### config.mk
export PLATFORM = sky130hd
export DESIGN_NAME = rng_scheduler_flat
export DESIGN_NICKNAME = d
export VERILOG_FILES = /design/src/rtl/rng_scheduler_if.sv /design/src/rtl/rng_scheduler.sv /design/src/flat_wrapper.sv
export SDC_FILE = /design/constraint.sdc
export NUM_CORES = 1
export LEC_CHECK = 0
export BUFFER_PORTS_ARGS = -buffer_cell sky130_fd_sc_hd__buf_2
export CAP_MARGIN = 5
export CORE_AREA = 2 2 153 155
export CTS_CLUSTER_DIAMETER = 60
export DETAILED_ROUTE_END_ITERATION = 12
export DIE_AREA = 0 0 155 157
export SLEW_MARGIN = 40
export SYNTH_ARGS = -nofsm -noshare
export SYNTH_HDL_FRONTEND = slang
export SYNTH_SLANG_ARGS = --single-unit
### constraint.sdc
create_clock -name clk -period 4.25 [get_ports clk]
set_clock_uncertainty 0.05 [all_clocks]
set_input_delay 0.6375 -clock clk [delete_from_list [all_inputs] [get_ports clk]]
set_output_delay 0.6375 -clock clk [all_outputs]
set_load 0.01 [all_outputs]
### src/rtl/rng_scheduler_if.sv
// rng_scheduler_if: requester/generator bundle between the scheduler (slave) and its environment (master).
//   req       : per-requester request level, held until ack
//   req_min/max: packed bounds, slice i = [i*WIDTH +: WIDTH]
//   ack/rnd_data/range_err: one-cycle completion with result
//   busy      : scheduler not idle
//   rng_enable/rng_min/rng_max/rng_value: shared generator link
interface rng_scheduler_if #(
  parameter int N_REQ = 4,
  parameter int WIDTH = 32
);
  logic [N_REQ-1:0]       req;
  logic [N_REQ*WIDTH-1:0] req_min;
  logic [N_REQ*WIDTH-1:0] req_max;
  logic [N_REQ-1:0]       ack;
  logic [WIDTH-1:0]       rnd_data;
  logic                   range_err;
  logic                   busy;
  logic                   rng_enable;
  logic [WIDTH-1:0]       rng_min;
  logic [WIDTH-1:0]       rng_max;
  logic [WIDTH-1:0]       rng_value;
  modport slave (
    input  req, req_min, req_max, rng_value,
    output ack, rnd_data, range_err, busy, rng_enable, rng_min, rng_max
  );
  modport master (
    output req, req_min, req_max, rng_value,
    input  ack, rnd_data, range_err, busy, rng_enable, rng_min, rng_max
  );
endinterface

### src/rtl/rng_scheduler.sv
// rng_scheduler: round-robin arbiter sharing one bounded random generator among N_REQ requesters.
//   clk   : rising-edge clock
//   reset : asynchronous active-low reset
//   bus   : rng_scheduler_if.slave (requests, bounds, ack/result, generator link)
module rng_scheduler #(
  parameter int N_REQ = 4,
  parameter int WIDTH = 32
) (
  input logic            clk,
  input logic            reset,
  rng_scheduler_if.slave bus
);
  localparam int IW = (N_REQ > 1) ? $clog2(N_REQ) : 1;
  localparam logic [1:0] IDLE    = 2'd0;
  localparam logic [1:0] ISSUE   = 2'd1;
  localparam logic [1:0] CAPTURE = 2'd2;
  localparam logic [1:0] DONE    = 2'd3;
  logic [1:0]       state_q, state_d;
  logic [IW-1:0]    grant_q, grant_d, last_q, last_d;
  logic [WIDTH-1:0] data_q, data_d, min_q, min_d, max_q, max_d;
  logic             err_q, err_d;
  logic [WIDTH-1:0] mins [N_REQ];
  logic [WIDTH-1:0] maxs [N_REQ];
  logic             found, bad;
  logic [IW-1:0]    pick, cand;
  for (genvar i = 0; i < N_REQ; i++) begin : g_slice
    assign mins[i] = bus.req_min[i*WIDTH +: WIDTH];
    assign maxs[i] = bus.req_max[i*WIDTH +: WIDTH];
  end
  // Search starts one past the last grant so every requester is reached within N_REQ grants.
  always_comb begin
    found = 1'b0;
    pick  = '0;
    cand  = '0;
    for (int k = 1; k <= N_REQ; k++) begin
      cand = IW'((int'(last_q) + k) % N_REQ);
      if (!found && bus.req[cand]) begin
        found = 1'b1;
        pick  = cand;
      end
    end
  end
  assign bad = maxs[pick] < mins[pick];
  always_comb begin
    state_d = state_q;
    grant_d = grant_q;
    last_d  = last_q;
    data_d  = data_q;
    min_d   = min_q;
    max_d   = max_q;
    err_d   = err_q;
    if (state_q == IDLE && found) begin
      grant_d = pick;
      last_d  = pick;
      min_d   = mins[pick];
      max_d   = maxs[pick];
      err_d   = bad;
      data_d  = bad ? mins[pick] : data_q;
      state_d = bad ? DONE : ISSUE;
    end else if (state_q == ISSUE) begin
      state_d = CAPTURE;
    end else if (state_q == CAPTURE) begin
      data_d  = bus.rng_value;
      state_d = DONE;
    end else if (state_q == DONE) begin
      state_d = IDLE;
    end
  end
  always_ff @(posedge clk or negedge reset) begin
    if (!reset) begin
      state_q <= IDLE;
      grant_q <= '0;
      last_q  <= IW'(N_REQ - 1);
      data_q  <= '0;
      min_q   <= '0;
      max_q   <= '0;
      err_q   <= 1'b0;
    end else begin
      state_q <= state_d;
      grant_q <= grant_d;
      last_q  <= last_d;
      data_q  <= data_d;
      min_q   <= min_d;
      max_q   <= max_d;
      err_q   <= err_d;
    end
  end
  assign bus.ack        = (state_q == DONE) ? N_REQ'(1) << grant_q : '0;
  assign bus.range_err  = err_q && (state_q == DONE);
  assign bus.rnd_data   = data_q;
  assign bus.busy       = state_q != IDLE;
  assign bus.rng_enable = state_q == ISSUE;
  assign bus.rng_min    = min_q;
  assign bus.rng_max    = max_q;
endmodule

### src/flat_wrapper.sv
// flat-port wrapper written by rule: the top's interface ports become plain ports
module rng_scheduler_flat 
#(
  parameter int N_REQ = 4,
  parameter int WIDTH = 32
)
  (clk, reset, bus_req, bus_req_min, bus_req_max, bus_rng_value, bus_ack, bus_rnd_data, bus_range_err, bus_busy, bus_rng_enable, bus_rng_min, bus_rng_max);
  rng_scheduler_if #(.N_REQ(N_REQ), .WIDTH(WIDTH)) bus_i ();
  input logic clk;
  input logic reset;
  input wire logic [$bits(bus_i.req)-1:0] bus_req;
  input wire logic [$bits(bus_i.req_min)-1:0] bus_req_min;
  input wire logic [$bits(bus_i.req_max)-1:0] bus_req_max;
  input wire logic [$bits(bus_i.rng_value)-1:0] bus_rng_value;
  output wire logic [$bits(bus_i.ack)-1:0] bus_ack;
  output wire logic [$bits(bus_i.rnd_data)-1:0] bus_rnd_data;
  output wire logic [$bits(bus_i.range_err)-1:0] bus_range_err;
  output wire logic [$bits(bus_i.busy)-1:0] bus_busy;
  output wire logic [$bits(bus_i.rng_enable)-1:0] bus_rng_enable;
  output wire logic [$bits(bus_i.rng_min)-1:0] bus_rng_min;
  output wire logic [$bits(bus_i.rng_max)-1:0] bus_rng_max;
  assign bus_i.req = bus_req;
  assign bus_i.req_min = bus_req_min;
  assign bus_i.req_max = bus_req_max;
  assign bus_i.rng_value = bus_rng_value;
  assign bus_ack = bus_i.ack;
  assign bus_rnd_data = bus_i.rnd_data;
  assign bus_range_err = bus_i.range_err;
  assign bus_busy = bus_i.busy;
  assign bus_rng_enable = bus_i.rng_enable;
  assign bus_rng_min = bus_i.rng_min;
  assign bus_rng_max = bus_i.rng_max;
  rng_scheduler #(.N_REQ(N_REQ), .WIDTH(WIDTH)) u_core (.clk(clk), .reset(reset), .bus(bus_i));
endmodule
[After elaboration in Yosys (flattened, before gate mapping)]
Index checks and enable logic that the tools add are counted.
Operators by class
  bitwise logic cells: 1
  $add $sub $neg: 4
  equal/unequal tests: 5
  order comparisons: 6
  shift operators: 1
  multiplexer cells: 32
  reductions and logical operators: 13
Operators by type and width (count)
  32-bit 2-to-1 mux: 8
  32-bit binary-select mux with 2-bit select: 2
  32-bit < comparator: 1
  2-bit 2-to-1 mux: 9
  2-bit by 3-bit < comparator with 1-bit output (second input constant): 4
  1-bit binary-select mux with 2-bit select: 4
  1-bit 2-to-1 mux: 8
  1-bit logical AND: 5
  2-bit by 1-bit adder with 2-bit output (second input constant): 2
  2-bit adder (second input constant): 2
  2-bit == test (second input constant): 2
  4-bit 2-to-1 mux: 1
  2-bit by 1-bit != test with 1-bit output (second input constant): 2
  2-bit nonzero test: 2
  4-bit nonzero test: 1
  1-bit by 2-bit left shift with 4-bit output (first input constant): 1
  3-bit greater-or-equal comparator (second input constant): 1
  1-bit zero test: 3
  2-bit NOT with 3-bit output: 1
  3-bit AND reduction: 1
  2-bit by 1-bit == test with 1-bit output (second input constant): 1
  2-bit zero test: 1
Storage, ports and cells
  logic and storage cells: 69
  bits in registers: 103

[Depth between registers and ports, before layout]
  depth after elaboration: 20
  depth in mapped cells: 19

[Worst setup path before layout]
OpenSTA, ideal clock, no wires.
  kind: input to register
  start point: input bus_req[0]
  end point: register u_core.data_q[1] (netlist: u_core.bus.rnd_data[1])
  cell stages on the path: 17
  slack: -0.086 ns
  data required time: 4.073 ns
  data arrival time: 4.159 ns
  buffers on the path: 5
  library setup time: 0.127 ns
  path through: or2_1 > a311oi_2 > buf_4 > buf_6 > buf_4 > buf_2 > nand2_1 > a31oi_1 > ha_1 > a2111oi_0 > o221ai_1 > nand2_1 > o21ai_0 > a211o_1 > o311ai_4 > buf_6 > mux2_1
On the way
  cells in the longest elaborated chain, start to end: 19
  elaborated cells between the ends (all ways): 37
RTL lines
  from (decl): RTL line flat_wrapper.sv:11  | input wire logic [$bits(bus_i.req)-1:0] bus_req;
  1-bit binary-select mux with 2-bit select: RTL line rng_scheduler.sv:37  | if (!found && bus.req[cand]) begin
  1-bit 2-to-1 mux (implied by the code): RTL line rng_scheduler.sv:37
  1-bit 2-to-1 mux: RTL line rng_scheduler.sv:37
  1-bit zero test: RTL line rng_scheduler.sv:37
  1-bit logical AND: RTL line rng_scheduler.sv:37
  1-bit 2-to-1 mux: RTL line rng_scheduler.sv:37
  1-bit zero test: RTL line rng_scheduler.sv:37
  1-bit logical AND: RTL line rng_scheduler.sv:37
  (+2 left out)
  1-bit logical AND: RTL line rng_scheduler.sv:37
  2-bit 2-to-1 mux: RTL line rng_scheduler.sv:37
  2-bit NOT with 3-bit output (implied by the code): RTL line rng_scheduler.sv:43, rng_scheduler.sv:58
  32-bit binary-select mux with 2-bit select, on equally long branches: RTL line rng_scheduler.sv:43, rng_scheduler.sv:58
  32-bit 2-to-1 mux, on equally long branches (2 in a row): RTL line rng_scheduler.sv:43, rng_scheduler.sv:58
  32-bit < comparator: RTL line rng_scheduler.sv:43  | assign bad = maxs[pick] < mins[pick];
  2-bit by 1-bit != test with 1-bit output (no line)
  3-bit AND reduction (no line)
  to (signal assigned): RTL line rng_scheduler.sv:82  | data_q <= data_d;
  to (decl): RTL line rng_scheduler.sv:20  | logic [WIDTH-1:0] data_q, data_d, min_q, min_d, max_q, max_d;
Parallel ways exist; a longest one is shown, timed or not. The select of a mux whose other input is x is not followed.
A chain may end at the register's enable or synchronous reset.

[Worst setup path in the final report]
  start point: input bus_req[0]
  end point: register u_core.data_q[14] (netlist: u_core.bus.rnd_data[14])
The elaborated chain is that of the path after synthesis.

==> impl_metrics.env <==
export IMPL_cp_end_kind="flip-flop"
export IMPL_root_buffer="clkbuf_16"
export IMPL_yosysWarnings=0
export IMPL_setup_tns_ns=0
export IMPL_cp_required_ns=4.43
export IMPL_clkSlewWorstSetupHoldPaths_ns=0.07
export IMPL_cp_common_cell="buf_4"
export IMPL_synthCells=873
export IMPL_dieWidth_um=155
export IMPL_firstDrtPassIters=5
export IMPL_wl_per_cell_um=18.60
export IMPL_finalCriticalPeriod_ns=4.203
export IMPL_io_buffers=396
export IMPL_ys_types=46
export IMPL_via_per_inst=4.886
export IMPL_final_cells=1644
export IMPL_synth_async_reset_ratio_pct=100.0
export IMPL_syn_nets=1202
export IMPL_cts_sinks=103
export IMPL_nFillCells=2206
export IMPL_seqPwrFrac_pct=19.1
export IMPL_p_total_w=0.009285
export IMPL_setup_violations=0
export IMPL_place_congestion=0.8443
export IMPL_max_freq_mhz=238.0
export IMPL_synth_top_family_by_area="simple AND/OR/NAND/NOR gates"
export IMPL_worstMarginPinSlew_ns=0.6905
export IMPL_grt_pass1_wl_mm=45.15
export IMPL_grt_setup_unrepaired="yes"
export IMPL_grt_total_usage_pct=24.30
export IMPL_antenna_found_initial=1
export IMPL_synthSimpleGateAreaFrac_pct=28.01
export IMPL_irDropWorstVdd_uv=311.1
export IMPL_hp_class="in2async"
export IMPL_cts_max_level=3
export IMPL_cts_hold_buffers=0
export IMPL_detail_route_antenna_nets=0
export IMPL_synth_xor_area_share_pct=0
export IMPL_grt_overflow=0
export IMPL_synth_area_mm2=0.007211
export IMPL_synth_compound_area_share_pct=7.323
export IMPL_core_area_mm2=0.02250
export IMPL_dr_total_vias=8032
export IMPL_grt_pass1_vias=7915
export IMPL_max_cap_violations=0
export IMPL_drive_above_1_share_pct=46.24
export IMPL_hpwl_mm=23.18
export IMPL_die_h_um=157
export IMPL_area_delta_synth_final_pct=56.05
export IMPL_p_leak_nw=6.281
export IMPL_path_delay_family="compound AO/OA/AOI/OAI gates"
export IMPL_finalCritPeriodShare_pct=98.88
export IMPL_crit_chain="buf_2, or2_4, a311o_2, buf_12, buf_4, nand2_1, and3_1, a31oi_2, ha_2, nor4_2, o211ai_1, a211oi_2, o21ai_2, buf_4, o311ai_4, buf_6, bufbuf_16, mux2_1"
export IMPL_status="completed"
export IMPL_synth_seq_cells=103
export IMPL_p_comb_share_pct=71.9
export IMPL_synth_edff_count=0
export IMPL_path_class="in2reg"
export IMPL_core_rowCount=55
export IMPL_cp_max_fo=48
export IMPL_place_inst=1593
export IMPL_muxShareOfSynthArea_pct=18.64
export IMPL_slew_headroom_pct=53.96
export IMPL_power_switching_w=0.004044
export IMPL_ys_flop_type="dfrtp_1"
export IMPL_start_kind="input pin"
export IMPL_slowest_delay_ns=0.42
export IMPL_drt_iter0_drc=379
export IMPL_clock_latency_ns=0.35
export IMPL_synth_avg_cell_area_um2=8.260
export IMPL_final_max_slew_viol_count=0
export IMPL_p_per_area_mw_per_mm2=825.2
export IMPL_ys_seq_area_share_pct=35.78
export IMPL_finalHoldViolations=0
export IMPL_numCtsBuffers=9
export IMPL_ios=397
export IMPL_cts_path_max_buffers=2
export IMPL_crit_arrival_ns=4.38
export IMPL_initial_core_util_pct=32.04
export IMPL_grt_max_degree=61
export IMPL_synth_fa_ha_area_share_pct=6.073
export IMPL_path_buf_inv=6
export IMPL_finalWirelength_mm=30.58
export IMPL_intPower_w=0.005241
export IMPL_power_frac_clock_pct=9.0
export IMPL_dieArea_mm2=0.02434
export IMPL_num_nets_final=1682
export IMPL_drc=0
export IMPL_cts_tree="yes"
export IMPL_switching_share_pct=43.55
export IMPL_crit_path_top_delay_cell="a311o_2"
[synth_stat cells, types with 2 or more instances]
cell	count	area share, %
mux2_1	29	4.5
o221ai_1	2	0.24
nand3b_1	3	0.31
mux2i_1	63	8.7
nand4_1	6	0.52
a21o_1	6	0.62
buf_1	3	0.16
ha_1	35	6.1
nor4_1	2	0.17
buf_6	4	0.62
nor2b_1	2	0.17
nand3_1	7	0.49
dfrtp_1	101	35
clkbuf_1	28	1.5
o211ai_1	2	0.21
a31oi_1	31	2.7
a211oi_1	3	0.31
nor3_1	5	0.35
nand2_1	365	19
a21oi_1	10	0.69
dfstp_2	2	0.73
o21ai_0	10	0.69
and3_1	33	2.9
nand2b_1	35	3.0
buf_4	9	0.94
a211o_1	4	0.49
mux2_2	33	5.2
inv_1	6	0.31
nor2_1	8	0.42
buf_2	10	0.69
[cell type report]
cell class	instances	area, um^2	area share, %
multi-input cells	710	4677	41.57
repair buffers	523	3322	29.52
flip-flops and latches	103	2580	22.93
well taps	285	356.6	3.169
clock buffers	10	239.0	2.124
clock inverters	6	52.55	0.4670
inverters	6	22.52	0.2002
diodes	1	2.502	0.02224
[metal layers]
| layer | up-vias | wire, um | GRT usage, % |
|---|---|---|---|
| met5 | - | 0 | 0 |
| met4 | 0 | 729 | 7.672 |
| met3 | 39 | 1683 | 3.937 |
| met2 | 310 | 14490 | 40.04 |
| met1 | 3771 | 13680 | 32.72 |
| li1 | 3912 | - | - |
[layout by cell type (no fill, tap or decap), types with 3 or more instances in the layout]
cell type / count
and3_1: 32
a21oi_2: 3
nand2b_1: 34
a21oi_1: 6
clkbuf_16: 9
buf_12: 14
mux2_1: 21
nand4_1: 6
buf_16: 3
mux2_4: 15
mux2i_1: 63
nor2_1: 8
o21ai_0: 6
inv_1: 6
ha_4: 8
a211o_1: 4
nor3_1: 5
nand3_1: 6
buf_4: 96
o21ai_2: 3
bufbuf_16: 4
a21o_1: 5
mux2_2: 27
nand2_1: 363
ha_2: 4
a31oi_1: 25
ha_1: 23
buf_2: 395
a31oi_2: 5
nand3b_1: 3
dfrtp_1: 101
buf_6: 9
[logic make-up after synthesis]
group,Yosys count
and+or+nand+nor,472
adders and majority gates,35
muxes,126
DFF,103
AOI/OAI and AO/OA,77
buffers and inverters,60
[power by group through the flow]
stage | clock [W] | sequential [W] | combinational (W)
6_report | 0.000837 | 0.00178 | 0.00667
5_1_grt | 0.000895 | 0.00184 | 0.00725
4_1_cts | 0.000854 | 0.00178 | 0.00635
3_5_place_dp | 0 | 0.00179 | 0.00553
3_3_place_gp | 0 | 0.00177 | 0.00543
2_1_floorplan | 0 | 0.00198 | 0.00305
[registers in the layout, indices dropped and copies added, names as in the netlist]
signal               count
u_core.err_q             1
u_core.grant_q           2
u_core.state_q           2
u_core.bus.rng_max      32
u_core.bus.rng_min      32
u_core.last_q            2
u_core.bus.rnd_data     32
[per-stage QoR]
stage	utilization, %	hold slack, ns	worst slack [ns]	area, um^2
global route	49.99	0.3031	-0.07904	11250
global placement	44.98	0.4039	-0.4017	10120
floorplan	-	0.2919	0.05353	7217
finish	50.00	0.2624	0.04747	11250
CTS	48.75	0.2813	-0.01355	10970
detailed placement	44.98	0.4074	-0.4602	10120
[final timing paths]
path	startpoint	endpoint	slack, ns	cells past startpoint
worst max-delay path	bus_req[0]	u_core.bus.rnd_data[14]	0.05	18
min in group clk	u_core.bus.rng_max[27]	u_core.bus.rng_max[27]	0.42	2
worst max register to register	u_core.last_q[0]	u_core.bus.rnd_data[14]	0.08	18
worst min register to register	u_core.bus.rng_max[27]	u_core.bus.rng_max[27]	0.42	2
worst min-delay path	reset	u_core.bus.rng_max[27]	0.26	1
max in group asynchronous	reset	u_core.bus.rng_min[5]	2.99	2
[repair_timing]
action | CTS | global route
gates resized for setup | 38 | 50
endpoints found under the setup margin | 32 | 32
gates cloned | 8 | 0
setup buffers | 19 | 11
pin swaps | 14 | 15
Note: power is estimated with default switching activity, not from simulation.
